<file path="config.mk">
export PLATFORM = sky130hd
export DESIGN_NAME = memwb_stage_flat
export DESIGN_NICKNAME = d
export VERILOG_FILES = /design/src/rtl/memwb_stage_if.sv /design/src/rtl/memwb_stage.sv /design/src/flat_wrapper.sv
export SDC_FILE = /design/constraint.sdc
export NUM_CORES = 1
export LEC_CHECK = 0
export ABC_AREA = 1
export CAP_MARGIN = 5
export CELL_PAD_IN_SITES_DETAIL_PLACEMENT = 0
export CELL_PAD_IN_SITES_GLOBAL_PLACEMENT = 1
export CORE_MARGIN = 2
export CORE_UTILIZATION = 24
export DETAILED_ROUTE_END_ITERATION = 8
export PLACE_DENSITY = 0.84
export SYNTH_ARGS = -nofsm -noshare
export SYNTH_HDL_FRONTEND = slang
export SYNTH_SLANG_ARGS = --single-unit
</file>
<file path="constraint.sdc">
create_clock -name clk -period 1.1 [get_ports clk]
set_input_delay 0.275 -clock clk [delete_from_list [all_inputs] [get_ports clk]]
set_output_delay 0.275 -clock clk [all_outputs]
set_load 0.02 [all_outputs]
</file>
<file path="src/rtl/memwb_stage_if.sv">
// Accelerator bus port between the memory/writeback stage (master) and
// the accelerator (slave). req is held until a single-cycle ack; rdata is
// valid alongside ack. err is a one-cycle timeout indication.
interface memwb_stage_if #(
    parameter int DATA_W = 16
);
    logic              req;
    logic              we;
    logic [DATA_W-1:0] addr;
    logic [DATA_W-1:0] wdata;
    logic              ack;
    logic [DATA_W-1:0] rdata;
    logic              err;

    modport master (
        output req, we, addr, wdata, err,
        input  ack, rdata
    );

    modport slave (
        input  req, we, addr, wdata, err,
        output ack, rdata
    );
endinterface

</file>
<file path="src/rtl/memwb_stage.sv">
// Combined memory/writeback stage sitting right after execute.
// - BRAM port is driven combinationally from execute's registered outputs;
//   BRAM ops never stall.
// - Bus ops (bus read or bus write) run through an IDLE -> REQ -> DONE FSM
//   and hold the upstream pipeline with stall until the DONE cycle, where the
//   held instruction retires.
// - Writeback enable/address/ALU result/source select are registered; the
//   writeback data is a mux on the registered select.
// Optional feature: define BUS_TIMEOUT_EN to abort a bus request after
// BUS_TIMEOUT cycles without ack (rdata forced to all ones, bus_err pulse).
module memwb_stage #(
    parameter int DATA_W      = 16,
    parameter int DMEM_AW     = 10,
    parameter int BUS_TIMEOUT = 255
) (
    input  logic               clk,
    input  logic               rst_n,
    // execute stage outputs
    input  logic               ex_regwrite,
    input  logic               ex_memtoreg,
    input  logic               ex_bustoreg,
    input  logic               ex_memread,
    input  logic               ex_memwrite,
    input  logic               ex_buswrite,
    input  logic [DATA_W-1:0]  ex_alu_out,
    input  logic [DATA_W-1:0]  ex_alu_src2,
    input  logic [3:0]         ex_regwraddr,
    // data BRAM port
    output logic               dmem_en,
    output logic               dmem_we,
    output logic [DMEM_AW-1:0] dmem_addr,
    output logic [DATA_W-1:0]  dmem_wdata,
    input  logic [DATA_W-1:0]  dmem_rdata,
    // accelerator bus
    memwb_stage_if.master      bus,
    // pipeline control and writeback
    output logic               stall,
    output logic               wb_regwrite,
    output logic [3:0]         wb_regwraddr,
    output logic [DATA_W-1:0]  wb_regwrdata
);

    typedef enum logic [1:0] {
        ST_IDLE = 2'd0,
        ST_REQ  = 2'd1,
        ST_DONE = 2'd2
    } state_t;

    state_t              r_state;
    logic                r_bus_req;
    logic                r_bus_we;
    logic [DATA_W-1:0]   r_bus_addr;
    logic [DATA_W-1:0]   r_bus_wdata;
    logic [DATA_W-1:0]   r_bus_rdata;

    logic                r_wb_regwrite;
    logic [3:0]          r_wb_regwraddr;
    logic [DATA_W-1:0]   r_wb_alu;
    logic                r_wb_memtoreg;
    logic                r_wb_bustoreg;

    logic                w_bus_op;
    logic                w_stall;

`ifdef BUS_TIMEOUT_EN
    localparam int TO_W = (BUS_TIMEOUT < 2) ? 1 : $clog2(BUS_TIMEOUT);
    localparam logic [TO_W-1:0] TO_LAST = TO_W'(BUS_TIMEOUT - 1);
    logic [TO_W-1:0]     r_to_cnt;
    logic                r_bus_err;
`endif

    // BRAM port, bus-op decode and stall: pure functions of execute's outputs
    always_comb begin
        dmem_en    = ex_memread | ex_memwrite;
        dmem_we    = ex_memwrite;
        dmem_addr  = ex_alu_out[DMEM_AW-1:0];
        dmem_wdata = ex_alu_src2;
        w_bus_op   = ex_bustoreg | ex_buswrite;
        // the DONE cycle is the retire cycle of the held bus instruction;
        // reset forces stall low so upstream is released immediately
        w_stall    = rst_n & w_bus_op & (r_state != ST_DONE);
    end

    // Bus transaction FSM: latches the request, waits for ack, captures rdata
    always_ff @(posedge clk) begin
        if (!rst_n) begin
            r_state     <= ST_IDLE;
            r_bus_req   <= 1'b0;
            r_bus_we    <= 1'b0;
            r_bus_addr  <= '0;
            r_bus_wdata <= '0;
            r_bus_rdata <= '0;
`ifdef BUS_TIMEOUT_EN
            r_to_cnt    <= '0;
            r_bus_err   <= 1'b0;
`endif
        end else begin
`ifdef BUS_TIMEOUT_EN
            r_bus_err <= 1'b0;
`endif
            case (r_state)
                ST_IDLE: begin
                    if (w_bus_op) begin
                        r_state     <= ST_REQ;
                        r_bus_req   <= 1'b1;
                        r_bus_we    <= ex_buswrite;
                        r_bus_addr  <= ex_alu_out;
                        r_bus_wdata <= ex_alu_src2;
`ifdef BUS_TIMEOUT_EN
                        r_to_cnt    <= '0;
`endif
                    end else begin
                        r_state   <= ST_IDLE;
                        r_bus_req <= 1'b0;
                    end
                end
                ST_REQ: begin
                    if (bus.ack) begin
                        // an ack on the timeout cycle still wins
                        r_state     <= ST_DONE;
                        r_bus_req   <= 1'b0;
                        r_bus_rdata <= bus.rdata;
                    end
`ifdef BUS_TIMEOUT_EN
                    else if (r_to_cnt == TO_LAST) begin
                        r_state     <= ST_DONE;
                        r_bus_req   <= 1'b0;
                        r_bus_rdata <= {DATA_W{1'b1}};
                        r_bus_err   <= 1'b1;
                    end else begin
                        r_to_cnt <= r_to_cnt + TO_W'(1);
                    end
`else
                    else begin
                        r_state <= ST_REQ;
                    end
`endif
                end
                ST_DONE: begin
                    // held instruction retires now; it is not re-issued
                    r_state   <= ST_IDLE;
                    r_bus_req <= 1'b0;
                end
                default: begin
                    r_state   <= ST_IDLE;
                    r_bus_req <= 1'b0;
                end
            endcase
        end
    end

    // Writeback register: loads the accepted instruction, or a bubble on stall
    always_ff @(posedge clk) begin
        if (!rst_n) begin
            r_wb_regwrite  <= 1'b0;
            r_wb_regwraddr <= 4'd0;
            r_wb_alu       <= '0;
            r_wb_memtoreg  <= 1'b0;
            r_wb_bustoreg  <= 1'b0;
        end else if (!w_stall) begin
            r_wb_regwrite  <= ex_regwrite;
            r_wb_regwraddr <= ex_regwraddr;
            r_wb_alu       <= ex_alu_out;
            r_wb_memtoreg  <= ex_memtoreg;
            r_wb_bustoreg  <= ex_bustoreg;
        end else begin
            r_wb_regwrite  <= 1'b0;
        end
    end

    // Writeback data source select; BRAM read data has priority over bus data
    always_comb begin
        wb_regwrdata = r_wb_alu;
        if (r_wb_memtoreg) begin
            wb_regwrdata = dmem_rdata;
        end else if (r_wb_bustoreg) begin
            wb_regwrdata = r_bus_rdata;
        end else begin
            wb_regwrdata = r_wb_alu;
        end
    end

    assign stall        = w_stall;
    assign wb_regwrite  = r_wb_regwrite;
    assign wb_regwraddr = r_wb_regwraddr;
    assign bus.req      = r_bus_req;
    assign bus.we       = r_bus_we;
    assign bus.addr     = r_bus_addr;
    assign bus.wdata    = r_bus_wdata;
`ifdef BUS_TIMEOUT_EN
    assign bus.err      = r_bus_err;
`else
    assign bus.err      = 1'b0;
`endif

endmodule

</file>
<file path="src/flat_wrapper.sv">
// flat-port wrapper written by rule: the top's interface ports become plain ports
module memwb_stage_flat 
#(
    parameter int DATA_W      = 16,
    parameter int DMEM_AW     = 10,
    parameter int BUS_TIMEOUT = 255
)
  (clk, rst_n, ex_regwrite, ex_memtoreg, ex_bustoreg, ex_memread, ex_memwrite, ex_buswrite, ex_alu_out, ex_alu_src2, ex_regwraddr, dmem_en, dmem_we, dmem_addr, dmem_wdata, dmem_rdata, stall, wb_regwrite, wb_regwraddr, wb_regwrdata, bus_req, bus_we, bus_addr, bus_wdata, bus_err, bus_ack, bus_rdata);
  memwb_stage_if #(.DATA_W(DATA_W)) bus_i ();
  input  logic clk;
  input  logic rst_n;
  input  logic ex_regwrite;
  input  logic ex_memtoreg;
  input  logic ex_bustoreg;
  input  logic ex_memread;
  input  logic ex_memwrite;
  input  logic ex_buswrite;
  input  logic [DATA_W-1:0] ex_alu_out;
  input  logic [DATA_W-1:0] ex_alu_src2;
  input  logic [3:0] ex_regwraddr;
  output logic dmem_en;
  output logic dmem_we;
  output logic [DMEM_AW-1:0] dmem_addr;
  output logic [DATA_W-1:0] dmem_wdata;
  input  logic [DATA_W-1:0] dmem_rdata;
  output logic stall;
  output logic wb_regwrite;
  output logic [3:0] wb_regwraddr;
  output logic [DATA_W-1:0] wb_regwrdata;
  output wire logic [$bits(bus_i.req)-1:0] bus_req;
  output wire logic [$bits(bus_i.we)-1:0] bus_we;
  output wire logic [$bits(bus_i.addr)-1:0] bus_addr;
  output wire logic [$bits(bus_i.wdata)-1:0] bus_wdata;
  output wire logic [$bits(bus_i.err)-1:0] bus_err;
  input wire logic [$bits(bus_i.ack)-1:0] bus_ack;
  input wire logic [$bits(bus_i.rdata)-1:0] bus_rdata;
  assign bus_req = bus_i.req;
  assign bus_we = bus_i.we;
  assign bus_addr = bus_i.addr;
  assign bus_wdata = bus_i.wdata;
  assign bus_err = bus_i.err;
  assign bus_i.ack = bus_ack;
  assign bus_i.rdata = bus_rdata;
  memwb_stage #(.DATA_W(DATA_W), .DMEM_AW(DMEM_AW), .BUS_TIMEOUT(BUS_TIMEOUT)) u_core (.clk(clk), .rst_n(rst_n), .ex_regwrite(ex_regwrite), .ex_memtoreg(ex_memtoreg), .ex_bustoreg(ex_bustoreg), .ex_memread(ex_memread), .ex_memwrite(ex_memwrite), .ex_buswrite(ex_buswrite), .ex_alu_out(ex_alu_out), .ex_alu_src2(ex_alu_src2), .ex_regwraddr(ex_regwraddr), .dmem_en(dmem_en), .dmem_we(dmem_we), .dmem_addr(dmem_addr), .dmem_wdata(dmem_wdata), .dmem_rdata(dmem_rdata), .bus(bus_i), .stall(stall), .wb_regwrite(wb_regwrite), .wb_regwraddr(wb_regwraddr), .wb_regwrdata(wb_regwrdata));
endmodule
</file>
Word level (Yosys, flattened, before mapping)
Index checks and enable logic that the tools add are counted.
{ "totals": {"ff_bits": 75, "out_inout_bits": 85, "wordCells": 31} }
{ "op_classes": {"n_eq_ne": 3, "n_reduce_logical": 4, "muxes": 8, "bitwise": 5} }
{ "ops": {"columns": ["operator", "n"], "rows": [
  ["$mux W16", 2],
  ["$ne A2 B2 Y1 const B", 2],
  ["$pmux W2 S2", 1],
  ["$reduce_and A2 Y1", 2],
  ["$mux W1", 3],
  ["$and A1 B1 Y1", 2],
  ["$eq A2 B1 Y1 const B", 1],
  ["$logic_not A2 Y1", 1],
  ["$mux W2", 1],
  ["$or A1 B1 Y1", 2],
  ["$pmux W1 S2", 1],
  ["$reduce_or A2 Y1", 1],
  ["$not A1 Y1", 1]
]} }

Longest topological paths before layout
Gate-level depths: netlist of run 1.
{ "depth": {"depth_word": 4, "ltp_mapped": 8, "depth_no_buf": 6} }

Least setup slack after synthesis of run 1
Ideal clock, no wire load.
{ "synth_path": {"kind": "flip-flop to output port", "from": "register u_core.r_wb_bustoreg", "to": "output port wb_regwrdata[0]", "path_slack_ps": -282, "arrival_time_ps": 1107, "path_buffers": 1, "path_stages_with_launch": 4, "t_required_ps": 825, "path_cell_list": "dfxtp_1 -> buf_2 -> o21ai_0 -> o21ai_0"} }
{ "synth_via": {"elab_chain_len": 2} }
{ "synth_rtl": {"columns": ["item", "line", "text"], "rows": [
  ["start: declaration", "memwb_stage.sv:60", "logic r_wb_bustoreg;"],
  ["start signal: assignment", "memwb_stage.sv:165", "r_wb_bustoreg <= ex_bustoreg;"],
  ["$mux W16", "memwb_stage.sv:176", "end else if (r_wb_bustoreg) begin"],
  ["$mux W16", "memwb_stage.sv:174", "if (r_wb_memtoreg) begin"],
  ["end: declaration", "flat_wrapper.sv:29", "output logic [DATA_W-1:0] wb_regwrdata;"]
]} }
Every way passes these cells.

Final worst setup path of run 1
{ "layout_path": {"from": "register u_core.r_wb_bustoreg", "to": "output port wb_regwrdata[8]"} }
Same word-level chain as after synthesis.

==> results of run 1 <==
[where the power goes]
| group | internal, mW | total, mW | switching, mW |
|---|---|---|---|
| sequential | 3.01 | 3.19 | 0.181 |
| combinational | 1.46 | 2.83 | 1.37 |
| clock | 1.75 | 2.90 | 1.15 |
[cell families (layout without fill, tap and decap cells)]
group | after synthesis | in the layout
AND/OR/NAND/NOR | 176 | 176
buffers and inverters | 79 | 268
other | 1 | 1
AO/OA/AOI/OAI | 100 | 100
flip-flops | 75 | 75
[routing by layer]
layer  vias to the layer above  global-route usage (%)  routed length (um)
met5                         -                       0                   0
met4                         0                    3.20                  81
met3                         6                    4.84                 501
met2                        97                    27.4                6020
met1                      1635                    18.0                4620
li1                       1743                       -                   -
[sequential cells by signal, indices dropped and copies added (netlist names)]
name	cells
u_core.wb_regwrite	1
u_core.r_state	2
u_core.r_bus_rdata	16
u_core.bus.wdata	16
u_core.wb_regwraddr	4
u_core.bus.addr	16
u_core.bus.req	1
u_core.bus.we	1
u_core.r_wb_alu	16
u_core.r_wb_bustoreg	1
u_core.r_wb_memtoreg	1
[cells in the final DEF (no fill, tap or decap), types with 2 or more instances in the layout]
| master | count |
|---|---|
| a21oi_1 | 12 |
| a21oi_2 | 7 |
| buf_12 | 10 |
| buf_16 | 5 |
| buf_4 | 48 |
| buf_6 | 85 |
| buf_8 | 3 |
| clkbuf_16 | 9 |
| clkdlybuf4s50_1 | 45 |
| clkinv_2 | 3 |
| clkinvlp_4 | 2 |
| dfxtp_1 | 34 |
| dfxtp_2 | 39 |
| dfxtp_4 | 2 |
| dlygate4sd2_1 | 29 |
| inv_1 | 19 |
| inv_2 | 2 |
| inv_4 | 2 |
| nand2_1 | 68 |
| nand2_2 | 8 |
| nand2_4 | 3 |
| nand3_1 | 24 |
| nor2_1 | 36 |
| nor2_2 | 20 |
| nor2_4 | 12 |
| o21ai_1 | 5 |
| o21ai_2 | 70 |
| o21ai_4 | 4 |
[stage by stage]
stage / power (mW) / cell area (sq um) / cells / setup slack (ns)
2_1_floorplan: 4.22 / 3270 / 431 / -0.00710
3_5_place_dp: 5.30 / 5070 / 754 / -0.879
4_1_cts: 8.75 / 5970 / 787 / -0.509
5_1_grt: 9.33 / 6370 / 796 / -0.526
6_report: 8.91 / 6370 / 796 / -0.471
3_3_place_gp: 5.26 / 5070 / 754 / -0.858
[what timing repair did]
item / 4_1_cts / 5_1_grt
gates cloned: 9 / 0
hold buffers: 0 / 0
resized for setup: 654 / 134
setup endpoints to repair: 144 / 122
buffers inserted: 8 / 13
pin swaps: 34 / 23
[path summary, 6_finish.rpt]
| check | start | endpoint | slack (ns) | depth (start not counted) |
|---|---|---|---|---|
| min reg2reg | u_core.wb_regwraddr[2] | u_core.wb_regwraddr[2] | 0.45 | 2 |
| max | u_core.r_wb_bustoreg | wb_regwrdata[8] | -0.47 | 5 |
| min | rst_n | u_core.r_wb_bustoreg | 0.34 | 5 |
| max reg2reg | u_core.r_state[0] | u_core.bus.wdata[5] | -0.24 | 7 |
[Yosys cell counts (all sizes together)]
cell	n
nor2	68
nand2	80
or2	1
nand4	1
o21ai	80
clkbuf	10
buf	45
nand3	25
dfxtp	75
conb	1
and3	1
inv	24
a21oi	20
[worst min-delay path, stage by stage]
cell and delay (ns):
buf_2 0.12, inv_4 0.06, nor2_4 0.04, nand3_1 0.06
a21oi_1 0.06
[final cells by class]
cell class | instances | area, sq um | area share, %
clock buffer | 9 | 225 | 3.54
multi-input combinational | 277 | 1760 | 27.7
sequential | 75 | 1560 | 24.5
tap | 176 | 220 | 3.46
clock inverter | 7 | 68.8 | 1.08
timing repair buffer | 228 | 2420 | 38.1
inverter | 24 | 108 | 1.69
==> flow_summary.yaml, run 1 <==
clock_tree:
  clkSinkCount: 75
  cts_buffer_depth: 2
  cts_tree: "yes"
  cts_root_buf: "clkbuf_16"
  worstSkewPairLatency_ns: 0.33
  cts_buffers: 9
  htreeDepth: 3
  clk_pin_slew_worst_paths_ns: 0.06
synth:
  synth-warning-count: 0
  synth_top_cell_by_area: "dfxtp_1"
  synthTopCellsByArea: "dfxtp_1 47%, o21ai_0 11%, nand2_1 9.2%"
  yosys.area_share.simple_pct: 22.7
  avgSynthCellArea_sq_um: 7.36
  synth_top_family_by_area: "simple AND/OR/NAND/NOR gates"
  synth.distinct_cells: 22
  syn_inst: 431
  synth_nets: 508
  synth_seq_area_share_pct: 47.3
  synth_area_sq_mm: 0.00317
  synth-seq-cells: 75
  muxShareOfSynthArea_pct: 0
  synthXorXnorAreaFrac_pct: 0
  synthAdderAreaFrac_pct: 0
  synth_compound_area_share_pct: 15.8
  synth_top_area_share_pct: 47.3
sta:
  rsz0062_at_grt: "true"
  skew_ns: 0.00485
  fin_crit_ns: 1.57
  setup_tns_ns: -13.58
  worst_pin_slew_ns: 0.752
  final-max-slew-violation-count: 0
  hold_violations: 0
  whs_ns: 0.344
  worst_slack_ns: -0.471
  fmax_mhz: 636
  relSlewSlack_pct: 49.9
  setup_violations: 68
  period_share_pct: 143
die:
  chipHeight_um: 119
  core_sq_mm: 0.0131
  start_util_pct: 24.3
  dieArea_sq_mm: 0.0142
  fp.dieW_um: 119
  boundaryPins: 162
  num_rows: 42
worst_setup_path:
  crit_family: "flip-flops"
  cp-end-kind: "output port"
  path_cells: "buf_12 -> nand2_1 -> o21ai_1 -> o21ai_2 -> buf_4"
  cp.arrival_ns: 1.30
  critPathMaxStageDelay_ns: 0.40
  start_kind: "register"
  critical_path_buf_inv_count: 2
  path_max_fanout: 16
  path_class: "reg -> out"
  required_ns: 0.82
  slowest_stage: "dfxtp_4"
grt:
  grt_antenna_before_repair: 0
  grt_first_pass_wirelength_mm: 17.2
  grtUsageTotal_pct: 15.4
  grt_start_max_net_pins: 71
  grt_pass1_vias: 3508
  gr-total-overflow: 0
cells_and_area:
  final_core_util_pct: 48.7
  fin_nets: 692
  area_growth_pct: 101
  n_fill_cell: 1229
  num_antenna_cells: 0
  drive_gt1_share_pct: 55.3
detailed_routing:
  drt_wl_total_mm: 11.2
  first_pass_iters: 4
  vias: 3481
  vias_per_cell: 4.37
  drc: 0
  drt.antenna.violating_nets: 0
  wl_per_cell_um: 14.1
  dr.first_iter.drc_count: 114
worst_hold_path:
  hp-class: "in -> reg"
run:
  maxCapViolCount: 0
placement:
  routabilityCongestion: 0.770
  io_buffer_count: 160
  dp_hpwl_mm: 6.96
pwr:
  p_leak_nw: 2.72
  p_per_area_mw_per_mm2: 1400
  peakVddDrop_uv: 1190
run_status:
  status: "complete, but fails checks"
  violations: "negative setup slack"
No activity file was read; power rests on OpenSTA's default activity.
==> inputs of run 2 (changes only) <==
CORE_UTILIZATION = 25   (was 24)
CTS_BUF_LIST = sky130_fd_sc_hd__clkbuf_4 sky130_fd_sc_hd__clkbuf_8   (was default)
PLACE_DENSITY = 0.87   (was 0.84)
==> flow_summary.yaml, run 2 (synthesis results as in run 1) <==
sta:
  final-max-slew-violation-count: 0
  worst_slack_ns: -0.532
  hold_violations: 0
  whs_ns: 0.303
  fin_crit_ns: 1.63
  rsz0062_at_grt: "true"
  fmax_mhz: 613
  relSlewSlack_pct: 50.9
  setup_violations: 73
  worst_pin_slew_ns: 0.737
  period_share_pct: 148
  skew_ns: 0.00540
placement:
  io_buffer_count: 160
  routabilityCongestion: 0.766
  dpl_worst_slack_ns: -0.866
  dp_hpwl_mm: 7.07
  dpl.cell_count: 750
cells_and_area:
  drive_gt1_share_pct: 57.9
  num_antenna_cells: 0
  area_growth_pct: 103
  final_common_cell: "buf_6"
  layout_common_cells: "91 x buf_6, 73 x o21ai_2, 63 x nand2_1, 53 x buf_4, 45 x clkdlybuf4s50_1"
  fin_nets: 704
  final_core_util_pct: 51.6
  instances_no_fill: 804
detailed_routing:
  m1WireLength_mm: 4.87
  wl_met2_mm: 6.10
  highest_layer: "met4"
  dr.first_iter.drc_count: 155
  vias_per_cell: 4.37
  wl_per_cell_um: 14.5
  wl_met3_um: 555
  vias: 3512
  drc: 0
  drt_wl_total_mm: 11.7
  first_pass_iters: 4
  drt.antenna.violating_nets: 0
die:
  boundaryPins: 162
  start_util_pct: 25.4
  core_sq_mm: 0.0125
  dieArea_sq_mm: 0.0136
  num_rows: 41
  chipHeight_um: 117
  fp.dieW_um: 117
grt:
  grt_start_max_net_pins: 71
  grtUsageTotal_pct: 15.8
  grt_antenna_before_repair: 0
  grt_first_pass_wirelength_mm: 16.4
  gr-total-overflow: 0
  grt_pass1_vias: 3369
clock_tree:
  worstSkewPairLatency_ns: 0.35
  cts_root_buf: "clkbuf_8"
  cts_tree: "yes"
  htreeDepth: 3
  clk_pin_slew_worst_paths_ns: 0.07
  cts_buffers: 9
  clkSinkCount: 75
  cts_buffer_depth: 2
  hold_buffers: 0
worst_setup_path:
  startpoint: "u_core.r_wb_bustoreg"
  cpMostUsedCell: "o21ai_2"
  path_max_fanout: 8
  start_kind: "register"
  r2r_setup_slack_ns: -0.18
  crit_path_end: "wb_regwrdata[15]"
  crit_family: "flip-flops"
  slowest_stage: "dfxtp_4"
  ff2ff_path_depth: 7
  cp-end-kind: "output port"
  required_ns: 0.82
  r2r_start: "u_core.r_state[1]"
  worstSetupPathDepth: 5
  critPathMaxStageDelay_ns: 0.40
  cp.arrival_ns: 1.36
  reg2reg_to: "u_core.bus.addr[7]"
  path_cells: "clkbuf_16 -> nand2_1 -> o21ai_2 -> o21ai_2 -> buf_6"
  path_class: "reg -> out"
  critical_path_buf_inv_count: 2
pwr:
  p_per_area_mw_per_mm2: 1280
  total_power_mw: 8.25
  peakVddDrop_uv: 678
  p_leak_nw: 2.78
worst_hold_path:
  min_from: "rst_n"
  hp-class: "in -> reg"
run_status:
  violations: "negative setup slack"
  status: "complete, but fails checks"
run:
  maxCapViolCount: 0
run 2: cell count changes in the layout (fill, tap and decap cells not counted), sizes merged:
| cell | previous run | this run |
|---|---|---|
| buf | 152 | 159 |
| clkbuf | 10 | 17 |
| clkinvlp | 2 | 1 |
| inv | 24 | 23 |
run 2: worst min-delay path, delay by kind of cell:
kind            cells  cell delay (ns)
compound gates      1             0.05
buf+inv             2             0.18
simple gates        2             0.10
run 2: per-stage QoR:
step	setup TNS, ns	area, sq um
floorplan	-0.0802	3270
global placement	-61.95	5070
detailed placement	-64.04	5070
CTS	-14.80	5850
global route	-19.47	6460
finish	-14.90	6460
run 2: cell type report:
class,instances,area (sq um)
Fill cell,1165,6060
Timing Repair Buffer,240,2560
Multi-Input combinational cell,277,1800
Sequential cell,75,1570
Tap cell,172,215
Clock buffer,11,145
Inverter,24,110
Clock inverter,5,52.6
run 2: worst min-delay path by stage:
stage | endpoint | slack [ns] | cells after the start
final | u_core.r_wb_bustoreg | 0.30 | 5
after global routing | u_core.r_wb_bustoreg | 0.31 | 5
after CTS | u_core.r_wb_bustoreg | 0.27 | 5
after detailed placement | u_core.r_wb_alu[10] | 0.43 | 2
after global placement | u_core.wb_regwraddr[0] | 0.44 | 2
after floorplan | u_core.r_wb_alu[0] | 0.41 | 2
run 2: where the power goes:
| part | total (mW) | switching [mW] | internal [mW] | leakage [nW] |
|---|---|---|---|---|
| clock network | 2.15 | 1.02 | 1.12 | 0.103 |
| registers | 3.18 | 0.181 | 3.00 | 0.636 |
| logic | 2.92 | 1.41 | 1.52 | 2.04 |
| total | 8.25 | 2.61 | 5.64 | 2.78 |
run 2: per-layer routing:
metal | up-vias | global-route usage, %
met5 | - | 0
met4 | 0 | 4.55
met3 | 14 | 3.94
met2 | 104 | 28.8
met1 | 1633 | 18.1
li1 | 1761 | -
run 2: what timing repair did:
| item | 4_1_cts | 5_1_grt |
|---|---|---|
| gates cloned | 6 | 6 |
| endpoints found under the hold margin | 0 | 0 |
| setup buffers | 7 | 24 |
| endpoints found under the setup margin | 141 | 130 |
| resized for setup | 687 | 118 |
| pin swaps | 37 | 26 |
